--- config.mk ---
export PLATFORM = sky130hd
export DESIGN_NAME = bitbakery_serial_tx4
export DESIGN_NICKNAME = d
export VERILOG_FILES = /design/src/rtl/bitbakery_serial_pkg.sv /design/src/rtl/uart_tx_byte.sv /design/src/rtl/bitbakery_serial_tx4.sv
export SDC_FILE = /design/constraint.sdc
export NUM_CORES = 1
export LEC_CHECK = 0
export CORE_MARGIN = 2
export CORE_UTILIZATION = 56
export CTS_CLUSTER_DIAMETER = 100
export CTS_CLUSTER_SIZE = 16
export DETAILED_ROUTE_END_ITERATION = 12
export PLACE_DENSITY = 0.79
export SLEW_MARGIN = 20
export SYNTH_ARGS = -nofsm -noshare
export SYNTH_HDL_FRONTEND = slang
export SYNTH_HIERARCHICAL = 1
export SYNTH_SLANG_ARGS = --single-unit
--- constraint.sdc ---
create_clock -name clock -period 2.8 [get_ports clock]
set_input_delay 0.28 -clock clock [delete_from_list [all_inputs] [get_ports clock]]
set_output_delay 0.28 -clock clock [all_outputs]
set_load 0.005 [all_outputs]
--- src/rtl/bitbakery_serial_pkg.sv ---
// Shared types and constants for the BitBakery status-frame UART transmitter.
// Used by uart_tx_byte and bitbakery_serial_tx4 (optional macro BITBAKERY_TX_PARITY_EN).
package bitbakery_serial_pkg;

  typedef enum logic [2:0] {
    GAP,
    LOAD,
    START,
    DATA,
    STOP,
    PARITY
  } state_t;

  localparam int DEF_CLK_FREQ = 50_000_000;
  localparam int DEF_BAUD     = 115_200;

  localparam logic [1:0] TAG_D0 = 2'b00;
  localparam logic [1:0] TAG_D1 = 2'b01;
  localparam logic [1:0] TAG_D2 = 2'b10;
  localparam logic [1:0] TAG_D3 = 2'b11;

endpackage

--- src/rtl/uart_tx_byte.sv ---
// Single-byte UART transmitter: 8N1 by default, 8E1 when BITBAKERY_TX_PARITY_EN is defined.
// A start request on the last stop-bit cycle chains the next byte with no idle gap.
module uart_tx_byte
  import bitbakery_serial_pkg::*;
#(
  parameter int BIT_CYCLES = DEF_CLK_FREQ / DEF_BAUD
) (
  input  logic       clock,
  input  logic       reset,
  input  logic       start,
  input  logic [7:0] data,
  output logic       busy,
  output logic       done,
  output logic       tx
);

  localparam int CNT_W = $clog2(BIT_CYCLES);

  state_t           state;
  state_t           state_next;
  logic [CNT_W-1:0] baud_cnt;
  logic [2:0]       bit_cnt;
  logic [7:0]       shift;
  logic             tx_next;
  logic             last;
  logic             accept;
`ifdef BITBAKERY_TX_PARITY_EN
  logic             parity;
`endif

  assign last   = (baud_cnt == CNT_W'(BIT_CYCLES - 1));
  assign done   = (state == STOP) && last;
  assign busy   = (state != GAP);
  assign accept = start && ((state == GAP) || done);

  always_comb begin
    state_next = state;
    tx_next    = tx;
    case (state)
      GAP: ;
      START:
        if (last) begin
          state_next = DATA;
          tx_next    = shift[0];
        end
      DATA:
        if (last) begin
          if (bit_cnt != 3'd7) begin
            tx_next = shift[1];
          end else begin
`ifdef BITBAKERY_TX_PARITY_EN
            state_next = PARITY;
            tx_next    = parity;
`else
            state_next = STOP;
            tx_next    = 1'b1;
`endif
          end
        end
      PARITY:
        if (last) begin
          state_next = STOP;
          tx_next    = 1'b1;
        end
      STOP:
        if (last) state_next = GAP;
      default: state_next = GAP;
    endcase
    if (accept) begin
      state_next = START;
      tx_next    = 1'b0;
    end
  end

  always_ff @(posedge clock or posedge reset) begin
    if (reset) begin
      state    <= GAP;
      baud_cnt <= '0;
      bit_cnt  <= '0;
      tx       <= 1'b1;
    end else begin
      state <= state_next;
      tx    <= tx_next;
      if (accept || (state == GAP) || last) baud_cnt <= '0;
      else                                  baud_cnt <= baud_cnt + CNT_W'(1);
      if (accept)                         bit_cnt <= '0;
      else if ((state == DATA) && last)   bit_cnt <= bit_cnt + 3'd1;
    end
  end

  // Shift register is loaded on accept and consumed one bit per period
  always_ff @(posedge clock) begin
    if (accept) begin
      shift <= data;
`ifdef BITBAKERY_TX_PARITY_EN
      parity <= ^data;
`endif
    end else if ((state == DATA) && last) begin
      shift <= shift >> 1;
    end
  end

endmodule

--- src/rtl/bitbakery_serial_tx4.sv ---
// Free-running burst sequencer streaming the 4-byte status frame D0..D3, then an idle gap.
// Optional even parity per byte via macro BITBAKERY_TX_PARITY_EN (handled in uart_tx_byte).
module bitbakery_serial_tx4
  import bitbakery_serial_pkg::*;
#(
  parameter int CLK_FREQ = DEF_CLK_FREQ,
  parameter int BAUD     = DEF_BAUD,
  parameter int GAP_BITS = 16
) (
  input  logic       clock,
  input  logic       reset,
  input  logic [7:0] D0,
  input  logic [7:0] D1,
  input  logic [7:0] D2,
  input  logic [7:0] D3,
  output logic       saida_serial
);

  localparam int BIT_CYCLES = CLK_FREQ / BAUD;
  localparam int GAP_CYCLES = GAP_BITS * BIT_CYCLES;
  localparam int GAP_W      = $clog2(GAP_CYCLES);

  state_t           state;
  state_t           state_next;
  logic [GAP_W-1:0] gap_cnt;
  logic [1:0]       idx;
  logic [1:0]       next_byte;
  logic [31:0]      shadow;
  logic [7:0]       byte_data;
  logic             gap_end;
  logic             start;
  logic             busy;
  logic             done;

  assign gap_end   = (gap_cnt == GAP_W'(GAP_CYCLES - 1));
  assign next_byte = idx + 2'd1;
  assign start     = ((state == LOAD) && !busy) ||
                     ((state == DATA) && done && (idx != 2'd3));
  // D0 goes straight to the byte sender in LOAD so the start bit follows with no extra cycle
  assign byte_data = (state == LOAD) ? D0 : shadow[{next_byte, 3'b000} +: 8];

  always_comb begin
    state_next = state;
    case (state)
      GAP:     if (gap_end) state_next = LOAD;
      LOAD:    if (!busy) state_next = DATA;
      DATA:    if (done && (idx == 2'd3)) state_next = GAP;
      default: state_next = GAP;
    endcase
  end

  always_ff @(posedge clock or posedge reset) begin
    if (reset) begin
      state   <= GAP;
      gap_cnt <= '0;
      idx     <= '0;
    end else begin
      state <= state_next;
      if ((state == GAP) && !gap_end) gap_cnt <= gap_cnt + GAP_W'(1);
      else                            gap_cnt <= '0;
      if (state == LOAD)                idx <= '0;
      else if ((state == DATA) && done) idx <= idx + 2'd1;
    end
  end

  // Whole frame captured at once so a burst never mixes old and new inputs
  always_ff @(posedge clock) begin
    if (state == LOAD) shadow <= {D3, D2, D1, D0};
  end

  uart_tx_byte #(
    .BIT_CYCLES(BIT_CYCLES)
  ) u_tx (
    .clock(clock),
    .reset(reset),
    .start(start),
    .data (byte_data),
    .busy (busy),
    .done (done),
    .tx   (saida_serial)
  );

endmodule

== After elaboration in Yosys (flattened, before gate mapping) ==
Index checks and enable logic that the tools add are counted.

* Register bits after elaboration: 74

* Add/subtract/negate cells: 4
* Equality and inequality tests: 20
* Shift-type cells: 1
* Multiplexer cells: 26
* Reductions and logical operators: 23

{| class="wikitable"
|+ Operator list
! operator !! count
|-
| $mux 3 || 11
|-
| $shiftx 32x6->8 || 1
|-
| $mux 8 || 3
|-
| $pmux 3 s5 || 1
|-
| $add 13x1->13 const B || 1
|-
| $eq 13x13->1 const B || 1
|-
| $mux 13 || 1
|-
| $ne 3x1->1 const B || 4
|-
| $add 9x1->9 const B || 1
|-
| $eq 3x2->1 const B || 3
|-
| $eq 9x9->1 const B || 1
|-
| $mux 9 || 1
|-
| $pmux 3 s3 || 1
|-
| $logic_and 1x1->1 || 8
|-
| $ne 2x2->1 const B || 4
|-
| $eq 3x3->1 const B || 2
|-
| $logic_not 3->1 || 2
|-
| $reduce_and 6->1 || 1
|-
| $mux 1 || 5
|-
| $logic_or 1x1->1 || 4
|-
| $mux 2 || 2
|-
| $reduce_and 4->1 || 1
|-
| $reduce_bool 2->1 || 2
|-
| $reduce_bool 4->1 || 1
|-
| other kinds (11) || 12
|}

== Depth between registers and ports, before layout ==
Gate-level depths: netlist (run 1).

* Depth in word-level cells: 9
* Depth in mapped cells: 11
* Mapped depth without buffers: 10

== Modules after synthesis ==
The synthesis (run 1) kept the hierarchy.

{| class="wikitable"
|+ Modules (own cells, without submodules)
! module !! instances !! cells each !! area each (um^2) !! seq. area each (um^2)
|-
| bitbakery_serial_tx4 || 1 || 141 || 2172.1 || 1386.3
|-
| uart_tx_byte || 1 || 104 || 1204.9 || 641.9
|}

== Worst setup path before layout (run 1) ==
OpenSTA, ideal clock, no wires.

* Path kind: register to register
* Start: register u_tx.baud_cnt[1]
* End: register u_tx.shift[0], enable pin
* Setup time: 0.334 ns
* Arrival time: 2.140 ns
* Required time: 2.466 ns
* Path slack: 0.325 ns
* Cell stages (with the launch flop): 12
* Period minus slack after synthesis: 2.475 ns
* Cell sequence: dfrtp_1 > inv_1 > ha_1 > and4b_1 > and2_1 > and3_1 > a31oi_1 > nor2_1 > nand2_1 > a21oi_4 > buf_6 > nand2b_1

* Longest elaborated chain between the ends: 7
* Elaborated cells on any way between the ends: 9
* Classes of those cells: eq/ne: 1; reduce/logical: 8

{| class="wikitable"
|+ RTL lines
! item !! RTL line !! source
|-
| start: declaration || uart_tx_byte.sv:21 || <nowiki>logic [CNT_W-1:0] baud_cnt;</nowiki>
|-
| start signal: assignment || uart_tx_byte.sv:85 || <nowiki>else baud_cnt <= baud_cnt + CNT_W'(1);</nowiki>
|-
| $eq 9x9->1 || uart_tx_byte.sv:31 || <nowiki>assign last = (baud_cnt == CNT_W'(BIT_CYCLES - 1));</nowiki>
|-
| $logic_and 1x1->1 || uart_tx_byte.sv:32 || <nowiki>assign done = (state == STOP) && last;</nowiki>
|-
| via done || bitbakery_serial_tx4.sv:33 || <nowiki>logic done;</nowiki>
|-
| $logic_and 1x1->1 (2 in series) || bitbakery_serial_tx4.sv:38 || <nowiki>((state == DATA) && done && (idx != 2'd3));</nowiki>
|-
| $logic_or 1x1->1 || bitbakery_serial_tx4.sv:37 || <nowiki>assign start = ((state == LOAD) && !busy) ||</nowiki>
|-
| via start || bitbakery_serial_tx4.sv:31 || <nowiki>logic start;</nowiki>
|-
| $logic_and 1x1->1 || uart_tx_byte.sv:34 || <nowiki>assign accept = start && ((state == GAP) || done);</nowiki>
|-
| $reduce_bool 2->1 (no line) || n/a ||
|-
| end signal: assignment || uart_tx_byte.sv:94 || <nowiki>shift <= data;</nowiki>
|-
| end signal: assignment || uart_tx_byte.sv:99 || <nowiki>shift <= shift >> 1;</nowiki>
|-
| end: declaration || uart_tx_byte.sv:23 || <nowiki>logic [7:0] shift;</nowiki>
|}

The timed path passes the listed nets, and every way through them passes these cells.
A chain may end at the register's enable or synchronous reset.

== Worst setup path in the final report (run 1) ==
* Start: register u_tx.baud_cnt[1]
* End: register u_tx.shift[0] (data pin)

* Longest elaborated chain between the ends: 7
* Elaborated cells on any way between the ends: 8
* Classes of those cells: eq/ne: 1; mux: 1; reduce/logical: 6

{| class="wikitable"
|+ RTL lines
! item !! RTL line !! source
|-
| $eq 9x9->1 || uart_tx_byte.sv:31 ||
|-
| $logic_and 1x1->1 || uart_tx_byte.sv:32 ||
|-
| via done || bitbakery_serial_tx4.sv:33 ||
|-
| $logic_and 1x1->1 (2 in series) || bitbakery_serial_tx4.sv:38 ||
|-
| $logic_or 1x1->1 || bitbakery_serial_tx4.sv:37 ||
|-
| via start || bitbakery_serial_tx4.sv:31 ||
|-
| $logic_and 1x1->1 || uart_tx_byte.sv:34 ||
|-
| $mux 8 || uart_tx_byte.sv:93 || <nowiki>if (accept) begin</nowiki>
|}

The timed path passes the listed nets, and every way through them passes these cells.

==> results.json, run 1 <==
{
  "hold_buffers": 0,
  "syn_to_final_growth_pct": 20.7,
  "p_leak_nw": 1.55,
  "boundaryPins": 35,
  "layout_commonest_cell": "edfxtp_1",
  "fmax_mhz": 394,
  "drv_cap": 0,
  "status": "finished clean",
  "fin_crit_ps": 2540,
  "synthArstFlopShare_pct": 45.2,
  "io_buffers": 34,
  "yosysTopAreaCell": "edfxtp_1",
  "vias": 2100,
  "worst_clock_skew_ps": 9.71,
  "row_count": 28,
  "finalSetupViolCount": 0,
  "cts_buffers": 9,
  "syn_area_per_cell_um2": 13.8,
  "drt-wirelength-per-cell_um": 15.2,
  "power_density_mw_per_mm2": 536,
  "grt_pass1_vias": 2101,
  "synth.area.top_cells": "edfxtp_1, dfrtp_1, mux4_2",
  "slew_headroom_pct": 49.2,
  "cts_tree": "yes",
  "drt-vias-per-instance": 5.65,
  "grt_pass1_wl_um": 9380,
  "crit_required_ps": 2900,
  "max_slew.worst_pin.slew_ps": 756,
  "die_area_mm2": 0.00667,
  "fin_util_pct": 69.3,
  "r2r-start": "u_tx/baud_cnt[1]",
  "clock-sinks": 73,
  "postSynthCellCount": 245,
  "cp_num_buf_inv": 2,
  "synthesis.area_mm2": 0.00338,
  "fin_crit_sh_pct": 90.6,
  "cts_buffer_depth": 2,
  "synth_warnings": 6,
  "root_buffer": "clkbuf_8",
  "clk_pin_slew_ps": 80,
  "crit_chain": "inv_1 > ha_1 > and4b_1 > and2_1 > and3_1 > a31oi_1 > nor2_1 > nand2_1 > a21oi_4 > buf_4 > mux2_2",
  "synth_seq_cells": 73,
  "start_util_pct": 57.4,
  "first_pass_iters": 4,
  "dp_hpwl_um": 3780,
  "h-tree-depth": 3,
  "routed_wl_um": 5640,
  "crit_type": "register to register",
  "crit_path_start": "u_tx/baud_cnt[1]",
  "drt.antenna.violating_nets": 0,
  "place.gp.congestion": 0.817,
  "grt_antenna_before_repair": 0,
  "ys.flop_type": "edfxtp_1",
  "final_cell_mix": "edfxtp_1, clkdlybuf4s50_1, dfrtp_1",
  "fp.dieW_um": 81.7,
  "core_area_mm2": 0.00589,
  "fillers": 429,
  "grt_max_degree": 33,
  "cp.arrival_ps": 2630,
  "cp-start-kind": "register",
  "fp.dieH_um": 81.7,
  "final_max_slew_viol_count": 0,
  "drive_above_1_share_pct": 19.5,
  "hold_viol_final": 0,
  "cp_slowest_stage_delay_ps": 410,
  "seq_area_frac_synth_pct": 60.1,
  "synth-edff-count": 40,
  "insertion_delay_ps": 350,
  "synth_top_area_share_pct": 35.6,
  "irDropWorstVdd_mv": 0.414,
  "syn-num-nets": 285,
  "hp-class": "input port to asynchronous set/reset pin",
  "cp_slowest_cell": "dfrtp_1",
  "cp_max_fo": 6,
  "antenna_cells": 0,
  "drtIter0Drc": 147,
  "cpLargestDelayFamily": "simple AND/OR/NAND/NOR gates",
  "drc": 0,
  "grtUsageTotal_pct": 19.1,
  "fin_setup_tns_ps": 0,
  "final_nets": 332,
  "grt-ovfl-total": 0,
  "synth.distinct_cells": 50,
  "rsz0062_at_grt": "false",
  "critPathCaptureType": "register"
}
-- report_power, final --
part	internal [mW]	leakage, nW	switching (mW)
clock	0.597	0.117	0.401
sequential	1.13	0.824	0
combinational	0.0400	0.614	0.0165
total	1.77	1.55	0.417
-- cells by family after synthesis --
family	share of synthesized area [%]
XOR/XNOR	2.85
AO/OA/AOI/OAI	6.97
flip-flops	60.1
buffers and inverters	2.41
multiplexers	11.4
adder cells (fa/ha/maj)	2.22
AND/OR/NAND/NOR	14.1
-- timing repair --
action | in CTS | in global routing
setup buffers | 0 | 4
gates resized for setup | 0 | 1
setup endpoints to repair | 0 | 11
-- synthesized netlist by cell type (2+ instances only) --
master    number
ha_1           6
or3_1          4
edfxtp_1      40
nor2b_1        4
inv_1         11
xnor2_1        7
mux2_4         4
clkbuf_1       2
or4_1          2
dfrtp_1       32
mux2i_1        2
nor3_1         5
buf_6          2
nor2_1        19
a211oi_1       8
o41ai_1        2
nand3_1       11
a31oi_1        2
nand2_1       11
nand4_1        4
o21ai_0       11
xor2_1         4
a21oi_1        4
o31ai_1        2
and2_1         2
buf_2          2
mux2_2        11
mux4_2         8
nand2b_1       2
-- routing by layer --
| metal | vias to the layer above | wire [um] | track usage [%] | share of wire (%) |
|---|---|---|---|---|
| met5 | - | 0 | 0 | 0 |
| met4 | 0 | 89 | 7.17 | 1.6 |
| met3 | 8 | 257 | 5.60 | 4.6 |
| met2 | 55 | 2650 | 30.2 | 47 |
| met1 | 1015 | 2650 | 25.2 | 47 |
| li1 | 1022 | - | - | - |
-- per-stage QoR --
| step | worst slack (ps) | total power [mW] | std cells | hold WS [ps] | cell area [um2] |
|---|---|---|---|---|---|
| after floorplan | 325 | 1.16 | 245 | 193 | 3380 |
| after global placement | 213 | 1.21 | 352 | 497 | 3800 |
| after detailed placement | 163 | 1.21 | 352 | 512 | 3800 |
| after CTS | 148 | 2.20 | 368 | 340 | 4040 |
| after global routing | 69.1 | 2.25 | 372 | 401 | 4080 |
| final | 264 | 2.19 | 372 | 327 | 4080 |
-- worst paths after layout --
check | to | slack [ps] | depth (start not counted)
min in group clock | shadow[20] | 480 | 1
hold reg to reg | u_tx/baud_cnt[0] | 520 | 1
setup reg to reg | u_tx/shift[0] | 260 | 11
hold / removal | u_tx/state[2] | 330 | 2
setup / recovery | u_tx/shift[0] | 260 | 11
max in group asynchronous | state[0] | 2020 | 2
-- state kept, by name, indices dropped and copies added (netlist names) --
| signal | flops |
|---|---|
| shadow | 32 |
| u_tx/tx | 1 |
| idx | 2 |
| u_tx/baud_cnt | 9 |
| u_tx/shift | 8 |
| u_tx/state | 3 |
| gap_cnt | 13 |
| state | 2 |
| u_tx/bit_cnt | 3 |
-- final cells by class --
class	count	area (um2)	area share (%)
inverter	11	41.3	1.01
multi-input combinational	155	1270	31.2
clock inverter	6	115	2.82
tap	75	93.8	2.30
sequential	73	2030	49.8
clock buffer	10	128	3.13
timing repair buffer	42	400	9.82
-- worst reg2reg max path, delay by kind of cell (launching register included) --
kind | cells | cell delay [ps]
and+or+nand+nor | 5 | 930
adders and majority gates | 1 | 120
buffers and inverters | 2 | 220
AOI/OAI and AO/OA | 2 | 280
muxes | 1 | 330
DFF | 1 | 410
(Power assumes the default switching activity.)
==> inputs of run 2 (changes only) <==
Settings changed: CAP_MARGIN set to 40.
==> results of run 2 <==
The final DEF is identical to that of run 1; final timing and power are the same.
